[src/rtl/wb_to_axil_bridge.sv]
// Wishbone classic slave to AXI4-Lite master bridge.
// One access in flight at a time; each Wishbone cycle becomes exactly one AXI read or write.
module wb_to_axil_bridge #(
  parameter int DATA_WIDTH = 32,
  parameter int ADDR_WIDTH = 32,
  parameter int STRB_WIDTH = DATA_WIDTH / 8
) (
  input  logic                  clk,
  input  logic                  rst,

  input  logic [ADDR_WIDTH-1:0] i_wb_adr,
  input  logic [STRB_WIDTH-1:0] i_wb_sel,
  input  logic                  i_wb_we,
  input  logic [DATA_WIDTH-1:0] i_wb_dat,
  input  logic                  i_wb_cyc,
  input  logic                  i_wb_stb,
  output logic [DATA_WIDTH-1:0] o_wb_dat,
  output logic                  o_wb_ack,
  output logic                  o_wb_err,

  output logic [ADDR_WIDTH-1:0] m_axil_awaddr,
  output logic [2:0]            m_axil_awprot,
  output logic                  m_axil_awvalid,
  input  logic                  m_axil_awready,
  output logic [DATA_WIDTH-1:0] m_axil_wdata,
  output logic [STRB_WIDTH-1:0] m_axil_wstrb,
  output logic                  m_axil_wvalid,
  input  logic                  m_axil_wready,
  input  logic [1:0]            m_axil_bresp,
  input  logic                  m_axil_bvalid,
  output logic                  m_axil_bready,
  output logic [ADDR_WIDTH-1:0] m_axil_araddr,
  output logic [2:0]            m_axil_arprot,
  output logic                  m_axil_arvalid,
  input  logic                  m_axil_arready,
  input  logic [DATA_WIDTH-1:0] m_axil_rdata,
  input  logic [1:0]            m_axil_rresp,
  input  logic                  m_axil_rvalid,
  output logic                  m_axil_rready
);

  typedef enum logic [2:0] {IDLE, WR, WAIT_B, RD, WAIT_R, DONE} state_t;

  state_t                r_state,   w_state_next;
  logic [ADDR_WIDTH-1:0] r_adr,     w_adr_next;
  logic [DATA_WIDTH-1:0] r_wdata,   w_wdata_next;
  logic [STRB_WIDTH-1:0] r_wstrb,   w_wstrb_next;
  logic [DATA_WIDTH-1:0] r_rdata,   w_rdata_next;
  logic                  r_awvalid, w_awvalid_next;
  logic                  r_wvalid,  w_wvalid_next;
  logic                  r_bready,  w_bready_next;
  logic                  r_arvalid, w_arvalid_next;
  logic                  r_rready,  w_rready_next;
  logic                  r_ack,     w_ack_next;
  logic                  r_err,     w_err_next;
  logic                  w_aw_done;
  logic                  w_w_done;

  // NOTE: every register bit gets a default before the case so no path leaves a latch.
  always_comb begin
    w_state_next   = r_state;
    w_adr_next     = r_adr;
    w_wdata_next   = r_wdata;
    w_wstrb_next   = r_wstrb;
    w_rdata_next   = r_rdata;
    w_awvalid_next = r_awvalid;
    w_wvalid_next  = r_wvalid;
    w_bready_next  = r_bready;
    w_arvalid_next = r_arvalid;
    w_rready_next  = r_rready;
    w_ack_next     = 1'b0;
    w_err_next     = 1'b0;
    // A channel is finished once its valid is low or is being accepted on this edge.
    w_aw_done      = ~r_awvalid | m_axil_awready;
    w_w_done       = ~r_wvalid  | m_axil_wready;

    unique case (r_state)
      IDLE: begin
        if (i_wb_cyc && i_wb_stb) begin
          w_adr_next   = i_wb_adr;
          w_wdata_next = i_wb_dat;
          w_wstrb_next = i_wb_sel;
          if (i_wb_we) begin
            w_awvalid_next = 1'b1;
            w_wvalid_next  = 1'b1;
            w_bready_next  = 1'b1;
            w_state_next   = WR;
          end else begin
            w_arvalid_next = 1'b1;
            w_state_next   = RD;
          end
        end
      end
      WR: begin
        if (m_axil_awready) w_awvalid_next = 1'b0;
        if (m_axil_wready)  w_wvalid_next  = 1'b0;
        // bready is already high here, so a B arriving with the last handshake is taken.
        if (w_aw_done && w_w_done) begin
          if (m_axil_bvalid) begin
            w_bready_next = 1'b0;
            w_ack_next    = (m_axil_bresp == 2'b00);
            w_err_next    = (m_axil_bresp != 2'b00);
            w_state_next  = DONE;
          end else begin
            w_state_next  = WAIT_B;
          end
        end
      end
      WAIT_B: begin
        if (m_axil_bvalid) begin
          w_bready_next = 1'b0;
          w_ack_next    = (m_axil_bresp == 2'b00);
          w_err_next    = (m_axil_bresp != 2'b00);
          w_state_next  = DONE;
        end
      end
      RD: begin
        if (m_axil_arready) begin
          w_arvalid_next = 1'b0;
          w_rready_next  = 1'b1;
          w_state_next   = WAIT_R;
        end
      end
      WAIT_R: begin
        if (m_axil_rvalid) begin
          w_rready_next = 1'b0;
          w_rdata_next  = m_axil_rdata;
          w_ack_next    = (m_axil_rresp == 2'b00);
          w_err_next    = (m_axil_rresp != 2'b00);
          w_state_next  = DONE;
        end
      end
      DONE:    w_state_next = IDLE;
      default: w_state_next = IDLE;
    endcase
  end

  // NOTE: sequential state uses non-blocking assignments so every register sees pre-edge values.
  always_ff @(posedge clk) begin
    if (rst) begin
      r_state   <= IDLE;
      r_adr     <= '0;
      r_wdata   <= '0;
      r_wstrb   <= '0;
      r_rdata   <= '0;
      r_awvalid <= 1'b0;
      r_wvalid  <= 1'b0;
      r_bready  <= 1'b0;
      r_arvalid <= 1'b0;
      r_rready  <= 1'b0;
      r_ack     <= 1'b0;
      r_err     <= 1'b0;
    end else begin
      r_state   <= w_state_next;
      r_adr     <= w_adr_next;
      r_wdata   <= w_wdata_next;
      r_wstrb   <= w_wstrb_next;
      r_rdata   <= w_rdata_next;
      r_awvalid <= w_awvalid_next;
      r_wvalid  <= w_wvalid_next;
      r_bready  <= w_bready_next;
      r_arvalid <= w_arvalid_next;
      r_rready  <= w_rready_next;
      r_ack     <= w_ack_next;
      r_err     <= w_err_next;
    end
  end

  assign o_wb_dat       = r_rdata;
  assign o_wb_ack       = r_ack;
  assign o_wb_err       = r_err;
  assign m_axil_awaddr  = r_adr;
  assign m_axil_awprot  = 3'b000;
  assign m_axil_awvalid = r_awvalid;
  assign m_axil_wdata   = r_wdata;
  assign m_axil_wstrb   = r_wstrb;
  assign m_axil_wvalid  = r_wvalid;
  assign m_axil_bready  = r_bready;
  assign m_axil_araddr  = r_adr;
  assign m_axil_arprot  = 3'b000;
  assign m_axil_arvalid = r_arvalid;
  assign m_axil_rready  = r_rready;

endmodule

[config.mk]
export PLATFORM = sky130hd
export DESIGN_NAME = wb_to_axil_bridge
export DESIGN_NICKNAME = d
export VERILOG_FILES = /design/src/rtl/wb_to_axil_bridge.sv
export SDC_FILE = /design/constraint.sdc
export NUM_CORES = 1
export LEC_CHECK = 0
export BUFFER_PORTS_ARGS = -buffer_cell sky130_fd_sc_hd__buf_2
export CORE_MARGIN = 2
export CORE_UTILIZATION = 46
export DETAILED_ROUTE_END_ITERATION = 12
export GPL_TIMING_DRIVEN = 0
export HOLD_SLACK_MARGIN = 0.05
export PLACE_DENSITY_LB_ADDON = 0.1
export SLEW_MARGIN = 40
export SYNTH_ARGS = -nofsm -noshare
export SYNTH_HDL_FRONTEND = slang
export SYNTH_SLANG_ARGS = --single-unit
export TNS_END_PERCENT = 20
[constraint.sdc]
create_clock -name clk -period 4.46 [get_ports clk]
set_clock_uncertainty 0.05 [all_clocks]
set_input_delay 0.446 -clock clk [delete_from_list [all_inputs] [get_ports clk]]
set_output_delay 0.446 -clock clk [all_outputs]
set_load 0.1 [all_outputs]
* Word-level counts from Yosys, hierarchy flattened *
Index checks and enable logic that the tools add are counted.

word-level totals
  output and inout bits = 145
  register bits = 110
  logic and storage cells = 80
  input bits = 114

operators by class
  reductions and logical operators = 19
  eq/ne operators = 13
  bitwise logic cells = 4
  mux-type cells = 32

operator list
  cell                                                             number
  3-bit 2-to-1 mux                                                 6
  2-bit inequality test, second input constant                     9
  1-bit 2-to-1 mux                                                 17
  4-bit AND reduction                                              4
  3-bit one-hot mux with 5 select lines                            1
  2-bit nonzero test                                               5
  1-bit one-hot mux with 3 select lines                            3
  1-bit one-hot mux with 2 select lines                            4
  3-bit by 2-bit == test with 1-bit output, second input constant  2
  5-bit AND reduction                                              1
  2-bit logical NOT                                                2
  2-bit AND reduction                                              2
  3-bit by 1-bit == test with 1-bit output, second input constant  1
  3-bit == test, second input constant                             1
  3-bit logical NOT                                                1
  3-bit AND reduction                                              1
  3-bit nonzero test                                               1
  1-bit logical AND                                                2
  2-bit 2-to-1 mux                                                 1
  1-bit inverter                                                   2
  1-bit bitwise OR                                                 2

* Logic depth before layout (Yosys ltp) *
  word-level depth = 5
  depth in mapped cells = 7
  mapped depth without buffers = 4

* Worst setup path after synthesis *
No wires, ideal clock.

  kind = register to output
  start point = register r_adr[0], in the netlist m_axil_araddr[0]
  end point = output port m_axil_awaddr[0]
  setup slack = 2591 ps
  path buffers = 1
  required time = 3964 ps
  arrival time = 1373 ps
  cell stages (with the launch flop) = 2
  path through = dfxtp_1 buf_4

RTL lines
  item                      line  source
  start: declaration        45    logic [ADDR_WIDTH-1:0] r_adr, w_adr_next;
  start signal: assignment  155   r_adr <= w_adr_next;
  end: declaration          21    output logic [ADDR_WIDTH-1:0] m_axil_awaddr,

No word-level cell between the ends.

* Worst setup path in the final report *
  start point = input port rst
  end point = register r_rdata[1], in the netlist o_wb_dat[1]

RTL lines
  item                    line  source
  start: declaration      9     input logic rst,
  end signal: assignment  158   r_rdata <= w_rdata_next;
  end: declaration        48    logic [DATA_WIDTH-1:0] r_rdata, w_rdata_next;

No word-level cell between the ends.

==> results by group <==
GRT
  – Global-route met1 utilization: 25.1%
  – Most used routing layer: met2
  – Met2 layer usage reported by global route: 40.8%
  – Pin count of the biggest net entering global routing: 17
  – Wire length of the first global-routing pass: 18.4 mm
  – GRT met3 Usage: 6.31%
  – GRT Util Overall: around 23%
  – Gr ovfl total: 0
  – Number of antenna violations at the first check in global routing: 0
  – Via count of the first global-routing pass: between 3000 and 4000

Synth
  – Most common cell in the synthesized netlist: nand2_1
  – Commonest cells in the synthesized netlist: nand2_1 (212), dfxtp_1 (110), a21oi_1 (106), buf_4 (38), clkbuf_1 (27)
  – Number of enable-type register cells in the synthesized netlist: 0
  – Yosys Warn Count: 0
  – Portion of the post-synthesis area used by sequential elements: between 50 and 60%
  – Cells after Synth: 551
  – Total standard cell area after synthesis: 4300 sq um
  – Post-synthesis async set-or-reset flop share: 0%
  – Post-synth top area cell: dfxtp_1
  – Distinct cell type count after synthesis: 34
  – Post-synthesis average cell area: 7.80 sq um
  – Largest cells by area after synthesis: dfxtp_1 (51%), nand2_1 (19%), a21oi_1 (12%)
  – Number of synthesized register bits: 110
  – Share of the synthesized area in the top cell type: 51.3%
  – Dominant register cell in the synthesized netlist: dfxtp_1

Worst setup path
  – Capturing instance or port of the critical path: o_wb_dat[1]$_SDFFE_PP0P_
  – Reg-to-reg slack, setup: 2.68 ns
  – Origin of the worst setup path: rst
  – Worst setup SP type: primary input
  – CP Capture Type: flop
  – Critical path data required time: 4.64 ns
  – Reg-to-reg critical path endpoint: o_wb_dat[6]$_SDFFE_PP0P_
  – Count of cells along the worst register-to-register path: 5
  – Max Fanout on Critical Path: 10
  – Kind of critical path: primary input to flop
  – Critical path data arrival time: 1.96 ns
  – Critical register-to-register path startpoint: r_state[2]$_SDFFE_PP0P_

Clock tree
  – # clock sinks: 110
  – Number of cells upsized or downsized after cts: 0
  – Register clock-pin slew on the reported worst setup and hold paths: 0.10 ns
  – Count of H-tree levels built during CTS: 3
  – Root Driver: clkbuf_8
  – Num CTS Buffers: 9
  – Number of buffers inserted for hold repair after clock tree synthesis: 0
  – Buffers from clock root to sink, at most: 2
  – Clock latency of the later-clocked register in the worst-skew pair: 0.36 ns
  – Count of buffers added by post-CTS timing repair for setup: 0
  – Clock tree from TritonCTS: built

Flow run
  – Number of max-cap violations: 0

Timing
  – Min Hold Slack: ~0.26 ns
  – Final total negative setup slack: 0 ns
  – RSZ-0062 raised after global routing: false
  – Final critical-path required period: around 1.8 ns
  – Total setup violations reported at the end of the flow: 0
  – Worst setup slack after layout: 2.67 ns
  – Measured slew at the worst slew-check pin: 0.577 ns
  – Final hold violations: 0
  – Rel. slew slack: 61.5%
  – Achievable frequency: about 560 MHz
  – Final number of max-transition violations: 0
  – Fin crit share: 40.0%

Pwr
  – Power density over cell area: roughly 540 nW/um^2
  – Worst IR Drop VDD: 210 uV
  – Static Leak: around 2.9 nW

Placed design
  – Weighted congestion at the end of routability-driven global placement: 0.907
  – Minimum setup slack after placement: 2.21 ns
  – Number of port buffers: 251
  – HPWL after DPL: 9.58 mm

Drt
  – Number of antenna-violating nets in the routed design: 0
  – Detailed Route Iter0 Violations: approximately 160
  – Average detailed-routed wire length per instance: approximately 13 um
  – Total wirelength of the detailed-routed design: about 12 mm
  – Via count: 4453
  – Average vias per placed instance: about 4.8
  – Remaining DRCs: 0
  – Drt pass-1 iters: 4

Floorplanning
  – Core footprint: around 9200 sq um
  – Die ar.: approximately 10000 sq um
  – Die Height: between 100 and 150 um
  – IO Count: between 200 and 300
  – Initial cell density of the core: 46.9%
  – Row count: 35
  – Horizontal extent of the die: slightly above 100 um

Final layout
  – Proportion of layout cells with a drive suffix above 1: 38.3%
  – Number of nets in the layout: 932
  – Final standard cell utilization of the core: between 60% and 70%
  – Number of diodes: 0
  – Layout-stage area growth over the synthesis result: 36.4%

Run status
  – Run status: complete, no violations

Min path
  – Class of the most critical hold timing path: primary input to flop
power breakdown:
group	total [mW]	internal, mW	switching (mW)
Combinational	1.52	0.291	1.23
Sequential	1.14	1.08	0.0624
Clock	0.510	0.193	0.317
Total	3.18	1.57	1.61
critical path: stages:
cell      delay, ns
clkbuf_1       0.41
clkbuf_1       0.51
clkbuf_1       0.50
a21oi_1        0.09
flip-flops by register name, indices dropped and copies added (netlist names):
register        flops
m_axil_bready       1
o_wb_dat           32
m_axil_wvalid       1
m_axil_araddr      32
m_axil_wstrb        4
m_axil_awvalid      1
m_axil_rready       1
o_wb_ack            1
o_wb_err            1
m_axil_wdata       32
m_axil_arvalid      1
r_state             3
per-stage QoR:
stage	cell area, sq um	power [mW]	std cells
after floorplan	4310	2.43	556
after global placement	5710	2.67	918
after detailed placement	5710	2.69	918
after CTS	5860	3.19	931
after global routing	5860	3.31	931
final	5860	3.18	931
metal layers:
metal,vias to the layer above,part of all wire [%]
met4,0,2.3
met1,1969,40
met2,195,50
li1,2269,-
met5,-,0
met3,20,8.3
cells in the final DEF (no fill, tap or decap), types with 2 or more instances in the layout:
cell type	instances
a21oi_1	106
buf_2	258
buf_4	38
buf_6	4
clkbuf_1	27
clkbuf_8	9
clkinvlp_4	3
conb_1	6
dfxtp_1	110
nand2_1	212
nand2b_1	5
nand3_1	3
nor2_1	6
nor2b_1	2
nor3_1	2
nor3b_1	2
o21ai_0	7
kinds of logic (layout without fill, tap and decap cells):
| logic type | count (synthesis) | count (layout) | synth area share [%] |
|---|---|---|---|
| other cells | 1 | 6 | 0.0873 |
| simple gates | 239 | 239 | 22.5 |
| buf+inv | 77 | 341 | 11.0 |
| xor+xnor | 1 | 1 | 0.204 |
| compound gates | 123 | 123 | 15.0 |
| flops | 110 | 110 | 51.3 |
cell type report:
class | instances | area (sq um)
timing repair buffer | 251 | 1260
clock buffer | 9 | 124
tap | 111 | 139
clock inverter | 4 | 27.5
sequential | 110 | 2200
buffer | 76 | 467
multi-input combinational | 369 | 1640
inverter | 1 | 3.75
fill | 850 | 3290
how the worst min path moves through the flow:
stage / cells after the start / from / to / slack, ns
final: 3 / m_axil_rdata[20] / o_wb_dat[20]$_SDFFE_PP0P_ / 0.26
after global routing: 3 / m_axil_rdata[25] / o_wb_dat[25]$_SDFFE_PP0P_ / 0.24
after CTS: 3 / m_axil_rdata[15] / o_wb_dat[15]$_SDFFE_PP0P_ / 0.25
after detailed placement: 2 / o_wb_dat[15]$_SDFFE_PP0P_ / o_wb_dat[15]$_SDFFE_PP0P_ / 0.39
after global placement: 2 / o_wb_dat[24]$_SDFFE_PP0P_ / o_wb_dat[24]$_SDFFE_PP0P_ / 0.39
after floorplan: 2 / i_wb_adr[11] / m_axil_araddr[11]$_SDFFE_PP0P_ / 0.53
No activity file was read; power rests on OpenSTA's default activity.
